--- config.mk ---
export PLATFORM = sky130hd
export DESIGN_NAME = xor_table_update_stage
export DESIGN_NICKNAME = d
export VERILOG_FILES = /design/src/rtl/xor_table_update_stage.sv
export SDC_FILE = /design/constraint.sdc
export NUM_CORES = 1
export LEC_CHECK = 0
export CORE_AREA = 2 2 450 452
export DETAILED_ROUTE_END_ITERATION = 8
export DIE_AREA = 0 0 452 454
export GPL_TIMING_DRIVEN = 1
export PLACE_DENSITY = 0.4
export SLEW_MARGIN = 20
export SYNTH_ARGS = -nofsm -noshare
export SYNTH_HDL_FRONTEND = slang
export SYNTH_SLANG_ARGS = --single-unit
--- constraint.sdc ---
create_clock -name clk -period 1.86 [get_ports clk]
set_input_delay 0.372 -clock clk [delete_from_list [all_inputs] [get_ports clk]]
set_output_delay 0.372 -clock clk [all_outputs]
set_load 0.02 [all_outputs]
--- src/rtl/xor_table_update_stage.sv ---
// Read-modify-write front end for the XOR hash table: issues reads, XORs request data into
// the returned row two cycles later, sweeps clears, reports updates. Optional stats: XOR_UPDATE_STATS_EN.
module xor_table_update_stage #(
  parameter int NUM_MUL     = 4,
  parameter int INDEX_WIDTH = 12,
  parameter int DATA_WIDTH  = 64
) (
  input  logic                          clk,
  input  logic                          reset,
  input  logic                          in_valid,
  output logic                          in_ready,
  input  logic [INDEX_WIDTH-1:0]        in_index,
  input  logic [NUM_MUL-1:0]            in_lane_mask,
  input  logic [NUM_MUL*DATA_WIDTH-1:0] in_data,
  input  logic                          clear_start,
  output logic                          clear_busy,
  output logic [INDEX_WIDTH-1:0]        rd_index,
  output logic                          write_reg_0_valid,
  output logic [INDEX_WIDTH-1:0]        write_reg_0_index,
  input  logic [NUM_MUL*DATA_WIDTH-1:0] rd_out_update,
  output logic [NUM_MUL-1:0]            arbiter_result,
  output logic [NUM_MUL*DATA_WIDTH-1:0] write_reg_11_xor,
  output logic                          upd_valid,
  output logic [INDEX_WIDTH-1:0]        upd_index,
  output logic [NUM_MUL*DATA_WIDTH-1:0] upd_data,
  output logic [31:0]                   stat_ops,
  output logic [31:0]                   stat_lane_writes
);

  localparam int RowW = NUM_MUL * DATA_WIDTH;

  typedef enum logic [1:0] {IDLE, CLEAR, DRAIN} state_e;

  state_e                 state_q;
  logic [INDEX_WIDTH-1:0] clr_cnt_q;
  logic                   drain_cnt_q;
  logic                   in_ready_q;
  logic [INDEX_WIDTH-1:0] rd_index_q;

  logic                   s1_valid_q, s1_clr_q, s2_valid_q, s2_clr_q;
  logic [NUM_MUL-1:0]     s1_mask_q, s2_mask_q;
  logic [RowW-1:0]        s1_data_q, s2_data_q;
  logic [INDEX_WIDTH-1:0] s1_index_q, s2_index_q;

  logic                   upd_valid_q;
  logic [INDEX_WIDTH-1:0] upd_index_q;
  logic [RowW-1:0]        upd_data_q;

  logic                   issue_req, issue_clr;
  logic [INDEX_WIDTH-1:0] issue_index;

  assign issue_req = in_valid && in_ready_q;
  assign issue_clr = (state_q == CLEAR);

  // in_ready is low in CLEAR, so a clear slot and a request never coincide
  always_comb begin
    issue_index = rd_index_q;
    if (issue_clr) begin
      issue_index = clr_cnt_q;
    end else if (issue_req) begin
      issue_index = in_index;
    end
  end

  assign in_ready          = in_ready_q;
  assign clear_busy        = (state_q != IDLE);
  assign rd_index          = issue_index;
  assign write_reg_0_index = issue_index;
  assign write_reg_0_valid = issue_req || issue_clr;

  always_ff @(posedge clk) begin
    if (!reset) begin
      state_q     <= IDLE;
      clr_cnt_q   <= '0;
      drain_cnt_q <= 1'b0;
      in_ready_q  <= 1'b0;
      rd_index_q  <= '0;
    end else begin
      rd_index_q <= issue_index;
      case (state_q)
        IDLE: begin
          if (clear_start) begin
            state_q    <= CLEAR;
            clr_cnt_q  <= '0;
            in_ready_q <= 1'b0;
          end else begin
            in_ready_q <= 1'b1;
          end
        end
        CLEAR: begin
          if (clr_cnt_q == '1) begin
            state_q     <= DRAIN;
            clr_cnt_q   <= '0;
            drain_cnt_q <= 1'b0;
            in_ready_q  <= 1'b1;
          end else begin
            clr_cnt_q <= clr_cnt_q + 1'b1;
          end
        end
        DRAIN: begin
          in_ready_q <= 1'b1;
          if (drain_cnt_q) begin
            state_q <= IDLE;
          end else begin
            drain_cnt_q <= 1'b1;
          end
        end
        default: state_q <= IDLE;
      endcase
    end
  end

  always_ff @(posedge clk) begin
    if (!reset) begin
      s1_valid_q <= 1'b0;
      s1_clr_q   <= 1'b0;
      s1_mask_q  <= '0;
      s1_data_q  <= '0;
      s1_index_q <= '0;
      s2_valid_q <= 1'b0;
      s2_clr_q   <= 1'b0;
      s2_mask_q  <= '0;
      s2_data_q  <= '0;
      s2_index_q <= '0;
    end else begin
      s1_valid_q <= write_reg_0_valid;
      s1_clr_q   <= issue_clr;
      s1_mask_q  <= in_lane_mask;
      s1_data_q  <= in_data;
      s1_index_q <= issue_index;
      s2_valid_q <= s1_valid_q;
      s2_clr_q   <= s1_clr_q;
      s2_mask_q  <= s1_mask_q;
      s2_data_q  <= s1_data_q;
      s2_index_q <= s1_index_q;
    end
  end

  // rd_out_update already carries forwarded in-flight writes, so no hazard stall is needed
  always_comb begin
    arbiter_result   = '0;
    write_reg_11_xor = '0;
    if (s2_valid_q) begin
      if (s2_clr_q) begin
        arbiter_result = '1;
      end else begin
        arbiter_result = s2_mask_q;
        for (int i = 0; i < NUM_MUL; i++) begin
          write_reg_11_xor[i*DATA_WIDTH +: DATA_WIDTH] = rd_out_update[i*DATA_WIDTH +: DATA_WIDTH]
            ^ (s2_mask_q[i] ? s2_data_q[i*DATA_WIDTH +: DATA_WIDTH] : '0);
        end
      end
    end
  end

  always_ff @(posedge clk) begin
    if (!reset) begin
      upd_valid_q <= 1'b0;
      upd_index_q <= '0;
      upd_data_q  <= '0;
    end else begin
      upd_valid_q <= s2_valid_q && !s2_clr_q;
      if (s2_valid_q && !s2_clr_q) begin
        upd_index_q <= s2_index_q;
        upd_data_q  <= write_reg_11_xor;
      end
    end
  end

  assign upd_valid = upd_valid_q;
  assign upd_index = upd_index_q;
  assign upd_data  = upd_data_q;

`ifdef XOR_UPDATE_STATS_EN
  localparam int PopW = $clog2(NUM_MUL + 1);

  logic [31:0]   stat_ops_q, stat_lanes_q;
  logic [PopW-1:0] mask_pop;
  logic [32:0]   lane_sum;

  always_comb begin
    mask_pop = '0;
    for (int i = 0; i < NUM_MUL; i++) begin
      mask_pop = mask_pop + PopW'(in_lane_mask[i]);
    end
    lane_sum = {1'b0, stat_lanes_q} + 33'(mask_pop);
  end

  // Both counters saturate rather than wrap
  always_ff @(posedge clk) begin
    if (!reset) begin
      stat_ops_q   <= '0;
      stat_lanes_q <= '0;
    end else if (issue_req) begin
      if (stat_ops_q != '1) begin
        stat_ops_q <= stat_ops_q + 32'd1;
      end
      stat_lanes_q <= lane_sum[32] ? '1 : lane_sum[31:0];
    end
  end

  assign stat_ops         = stat_ops_q;
  assign stat_lane_writes = stat_lanes_q;
`else
  assign stat_ops         = '0;
  assign stat_lane_writes = '0;
`endif

endmodule

==> results.txt, run 1 <==
- Max-cap violation count: 0
* Detailed-route vias per instance: 3.57
- Clk sink count: 833
- Total of buffers placed on input and output ports: ~1100
* Number of synthesized flops with an enable pin: 0
* Failing checks: negative setup slack
- Classification of the worst-slack hold path: in -> reg
- ~1200 I/O pins were placed.
- Highest achievable clock rate: a little under 400 MHz
* Source-to-sink clock delay at the later pin of the worst-skew pair: 0.72 ns
- Crit path cell chain: buf_8, buf_12, nand2_2, xor2_1, buf_4, nor2_4, buf_12
- For this run, the slowest stage of the critical path takes between 0.4 and 0.5 ns.
- Final nets: 5123
- The die covers about 210000 sq um.
* Cell variety after synth: approximately 40
- Average cell area after synthesis: 9.75 sq um
* # H-tree levels: 3
- Main synth FF type: sky130_fd_sc_hd__dfxtp_1
- Adding up every negative setup slack in the final design gives -149.11 ns.
* Pins over their slew limit: 0
- STA classifies the critical path startpoint as a flip-flop.
- Gr usage total: 15.0%
- At the end of routability-driven placement, the weighted congestion stood at 0.905.
- The design draws 52.6 mW.
- Signed area change from the synthesized netlist to the final layout: 91.9%
- Clock-pin slew was measured on the worst setup and hold paths at around 0.060 ns.
- Setup violations remaining at the end of the flow were counted as 287.
* Data arrival time of the critical path: about 2.2 ns
* Final Hold Viols: 0
- Period minus WS final: 2.55 ns
- Fraction of final layout cells with drive strength greater than 1: 32.6%
- For this configuration, the core starts out at a cell density of about 15%.
- Std-Cell Rows: 165
- GRT overflow: 0
- Warning count from the yosys run: 0
- Antenna violations before repair: just over 60
* Dominant cell type by count on the critical path: sky130_fd_sc_hd__buf_12
- At the worst endpoint, the required time is ~1.5 ns.
- Entering global routing, the biggest net connects between 80 and 90 pins.
- The run finished, with violations left.
- The slowest stage of the critical path belongs to the cell sky130_fd_sc_hd__dfxtp_4.
- Number of standard cells after synthesis: just over 3000
- Detailed-route wire length: between 150000 and 200000 microns
- For this design the ratio of total power to cell area is approximately 910 nW/um^2.
- Routed length per instance: roughly 22 microns
- Via count: about 26000
* Leak Pwr: slightly below 30 nW
- Synth Cell Area: about 30000 sq um
- Number of buffers inserted during clock tree synthesis: roughly 100
- The worst setup path is captured at an output pin.
- Number of DRC markers after the initial detailed-route iteration: approximately 1100
- The floorplan step defined a core boundary enclosing around 200000 sq um.
- Final setup margin: -0.693 ns
- Of all nets on the critical path, the largest fanout is 6.
- The layout has 21200 filler cells.
- For this run, asynchronously set or reset flops after synthesis account for 0%.
* Setup repair after global routing missed its margin: true
- Counting flops and latches in the post-synthesis netlist gives roughly 830.
* Category of the critical setup timing path: reg -> out
- Proportion of synthesized chip area in sequential cells: a little under three fifths
- No sink is reached through more buffers than the 3 on the longest clock path.
- From bottom edge to top edge, the die measures 454 microns.
- The via count of the first global-routing pass is about 26000.
* Estimated wirelength of the detail-placed design: ~130000 microns
- Final period utilization: 137%
* Kind of cell with the highest combined delay on the critical path: buffers and inverters
- The cell sitting at the root of the clock tree is a sky130_fd_sc_hd__clkbuf_16.
- Counting both buffers and inverters, the worst setup path holds a total of 4.
* Util after Layout: between 20% and 30%
* Number of detailed-route iterations in the first pass: 5
- Post-route DRC violation count: 0
- For the final database, setup skew stands at 0.0276 ns.
* Clock tree from TritonCTS: built
* Global-route wire length before repair: roughly 210000 microns
- Once detail routing completed, the nets flagged for antenna violations numbered 0.
* IR Drop Worst-Case VDD: approximately 0.7 mV
- Die Span X: between 400 and 500 microns
==> final timing paths <==
kind / cells after the start / startpoint / slack (ns) / end
worst min-delay path: 2 / in_data[48] / 0.23 / s1_data_q[48]
worst min register to register: 1 / s1_data_q[191] / 0.42 / s2_data_q[191]
worst max register to register: 10 / state_q[1] / -0.03 / in_ready
worst max-delay path: 7 / s2_mask_q[2] / -0.69 / write_reg_11_xor[136]
==> layer usage <==
metal  up-vias  track usage (%)  part of all wire, %
met2       684             26.5                   52
met3       265             3.78                  5.0
met1     12700             17.0                   39
met4        14             6.65                  3.7
li1      12700                -                    -
met5         -                0                0.054
==> timing repair <==
| item | CTS | global route |
|---|---|---|
| buffers inserted | 48 | 121 |
| resized for setup | 689 | 1414 |
| pin swaps | 14 | 141 |
| setup endpoints to repair | 540 | 562 |
| hold buffers | 1 | 0 |
| endpoints found under the hold margin | 12 | 0 |
| cloned | 5 | 16 |
==> per-stage QoR <==
step	worst slack, ns	instance area (sq um)	std cells	hold slack [ns]
3_5_place_dp	-0.702	47600	7011	0.417
4_1_cts	-0.848	52900	7241	0.109
5_1_grt	-0.828	58100	7364	0.156
2_1_floorplan	-0.102	30500	3168	0.412
6_report	-0.693	58100	7366	0.226
3_3_place_gp	-0.716	47600	7011	0.414
==> cell usage after synthesis, types with 2 or more instances <==
cell type / count / share of area, %
sky130_fd_sc_hd__nand3_1: 3 / 0.050
sky130_fd_sc_hd__dfxtp_1: 833 / 55
sky130_fd_sc_hd__inv_1: 6 / 0.074
sky130_fd_sc_hd__buf_4: 77 / 1.9
sky130_fd_sc_hd__nand2_1: 555 / 6.9
sky130_fd_sc_hd__ha_1: 6 / 0.25
sky130_fd_sc_hd__clkbuf_1: 112 / 1.4
sky130_fd_sc_hd__nand4_1: 2 / 0.041
sky130_fd_sc_hd__mux2i_1: 12 / 0.40
sky130_fd_sc_hd__and4_4: 2 / 0.074
sky130_fd_sc_hd__nor2b_1: 2 / 0.041
sky130_fd_sc_hd__o21ai_0: 14 / 0.23
sky130_fd_sc_hd__and2_1: 549 / 11
sky130_fd_sc_hd__o211a_1: 258 / 8.5
sky130_fd_sc_hd__buf_1: 23 / 0.29
sky130_fd_sc_hd__buf_2: 77 / 1.3
sky130_fd_sc_hd__nor3_1: 2 / 0.033
sky130_fd_sc_hd__o21a_1: 4 / 0.099
sky130_fd_sc_hd__nor2_1: 269 / 3.3
sky130_fd_sc_hd__a21boi_0: 13 / 0.32
sky130_fd_sc_hd__xor2_1: 257 / 7.4
sky130_fd_sc_hd__nor4_2: 2 / 0.083
sky130_fd_sc_hd__xnor2_1: 9 / 0.26
==> area by class of cell <==
| class | instances | area, sq um | share of cell area (%) |
|---|---|---|---|
| Inverter | 6 | 30.0 | 0.0517 |
| Timing Repair Buffer | 1602 | 18100 | 31.2 |
| Clock inverter | 35 | 389 | 0.670 |
| Clock buffer | 149 | 3110 | 5.36 |
| Sequential cell | 833 | 16700 | 28.8 |
| Tap cell | 2672 | 3340 | 5.76 |
| Antenna cell | 29 | 72.6 | 0.125 |
| Multi-Input combinational cell | 2040 | 16300 | 28.1 |
==> state kept, by name (all words and copies together) (netlist names), 2 cells and up <==
| name | cells |
|---|---|
| state_q | 2 |
| s2_index_q | 12 |
| s2_mask_q | 4 |
| s1_data_q | 256 |
| upd_index | 12 |
| upd_data | 256 |
| clr_cnt_q | 12 |
| s2_data_q | 256 |
| s1_index_q | 12 |
| s1_mask_q | 4 |
==> worst register-to-register path: stages (launching register included) <==
cell	delay [ns]
sky130_fd_sc_hd__dfxtp_2	0.33
sky130_fd_sc_hd__inv_2	0.05
sky130_fd_sc_hd__ha_4	0.17
sky130_fd_sc_hd__buf_12	0.13
sky130_fd_sc_hd__buf_12	0.12
sky130_fd_sc_hd__buf_12	0.13
sky130_fd_sc_hd__inv_6	0.05
sky130_fd_sc_hd__buf_4	0.12
sky130_fd_sc_hd__a31oi_4	0.04
sky130_fd_sc_hd__or4b_1	0.48
sky130_fd_sc_hd__o211a_1	0.15
==> layout by cell type, fill, tap and decap left out, drive strengths merged, types with 3 or more instances in the layout <==
cell type	n
a21boi	13
and2	549
buf	802
bufinv	7
clkbuf	181
clkdlybuf4s50	530
clkinv	25
conb	64
dfxtp	833
diode	29
dlymetal6s2s	237
ha	6
inv	7
mux2i	13
nand2	555
nand3	3
nor2	269
o211a	258
o21a	4
o21ai	15
xnor2	9
xor2	257
==> power breakdown <==
part           switching [mW]  internal, mW
Clock                    8.41          12.5
Sequential              0.578          19.1
Combinational            6.00          6.02
==> cell families after synthesis <==
logic type,share of synthesized area [%]
and+or+nand+nor,22.1
DFF,55.1
AOI/OAI and AO/OA,9.46
buffers and inverters,4.93
xor gates and xnor gates,7.70
muxes,0.442
adders and majority gates,0.248
other,0.0124
No activity file was read; power rests on OpenSTA's default activity.
==> run 2: changes to the inputs <==
--- a/config.mk
+++ b/config.mk
@@ -10,7 +10,7 @@
 export DIE_AREA = 0 0 452 454
 export GPL_TIMING_DRIVEN = 1
 export PLACE_DENSITY = 0.4
-export SLEW_MARGIN = 20
+export SLEW_MARGIN = 0
 export SYNTH_ARGS = -nofsm -noshare
 export SYNTH_HDL_FRONTEND = slang
 export SYNTH_SLANG_ARGS = --single-unit
==> results of run 2 <==
Same layout as run 1: the final DEF is identical, and so are final timing and power.
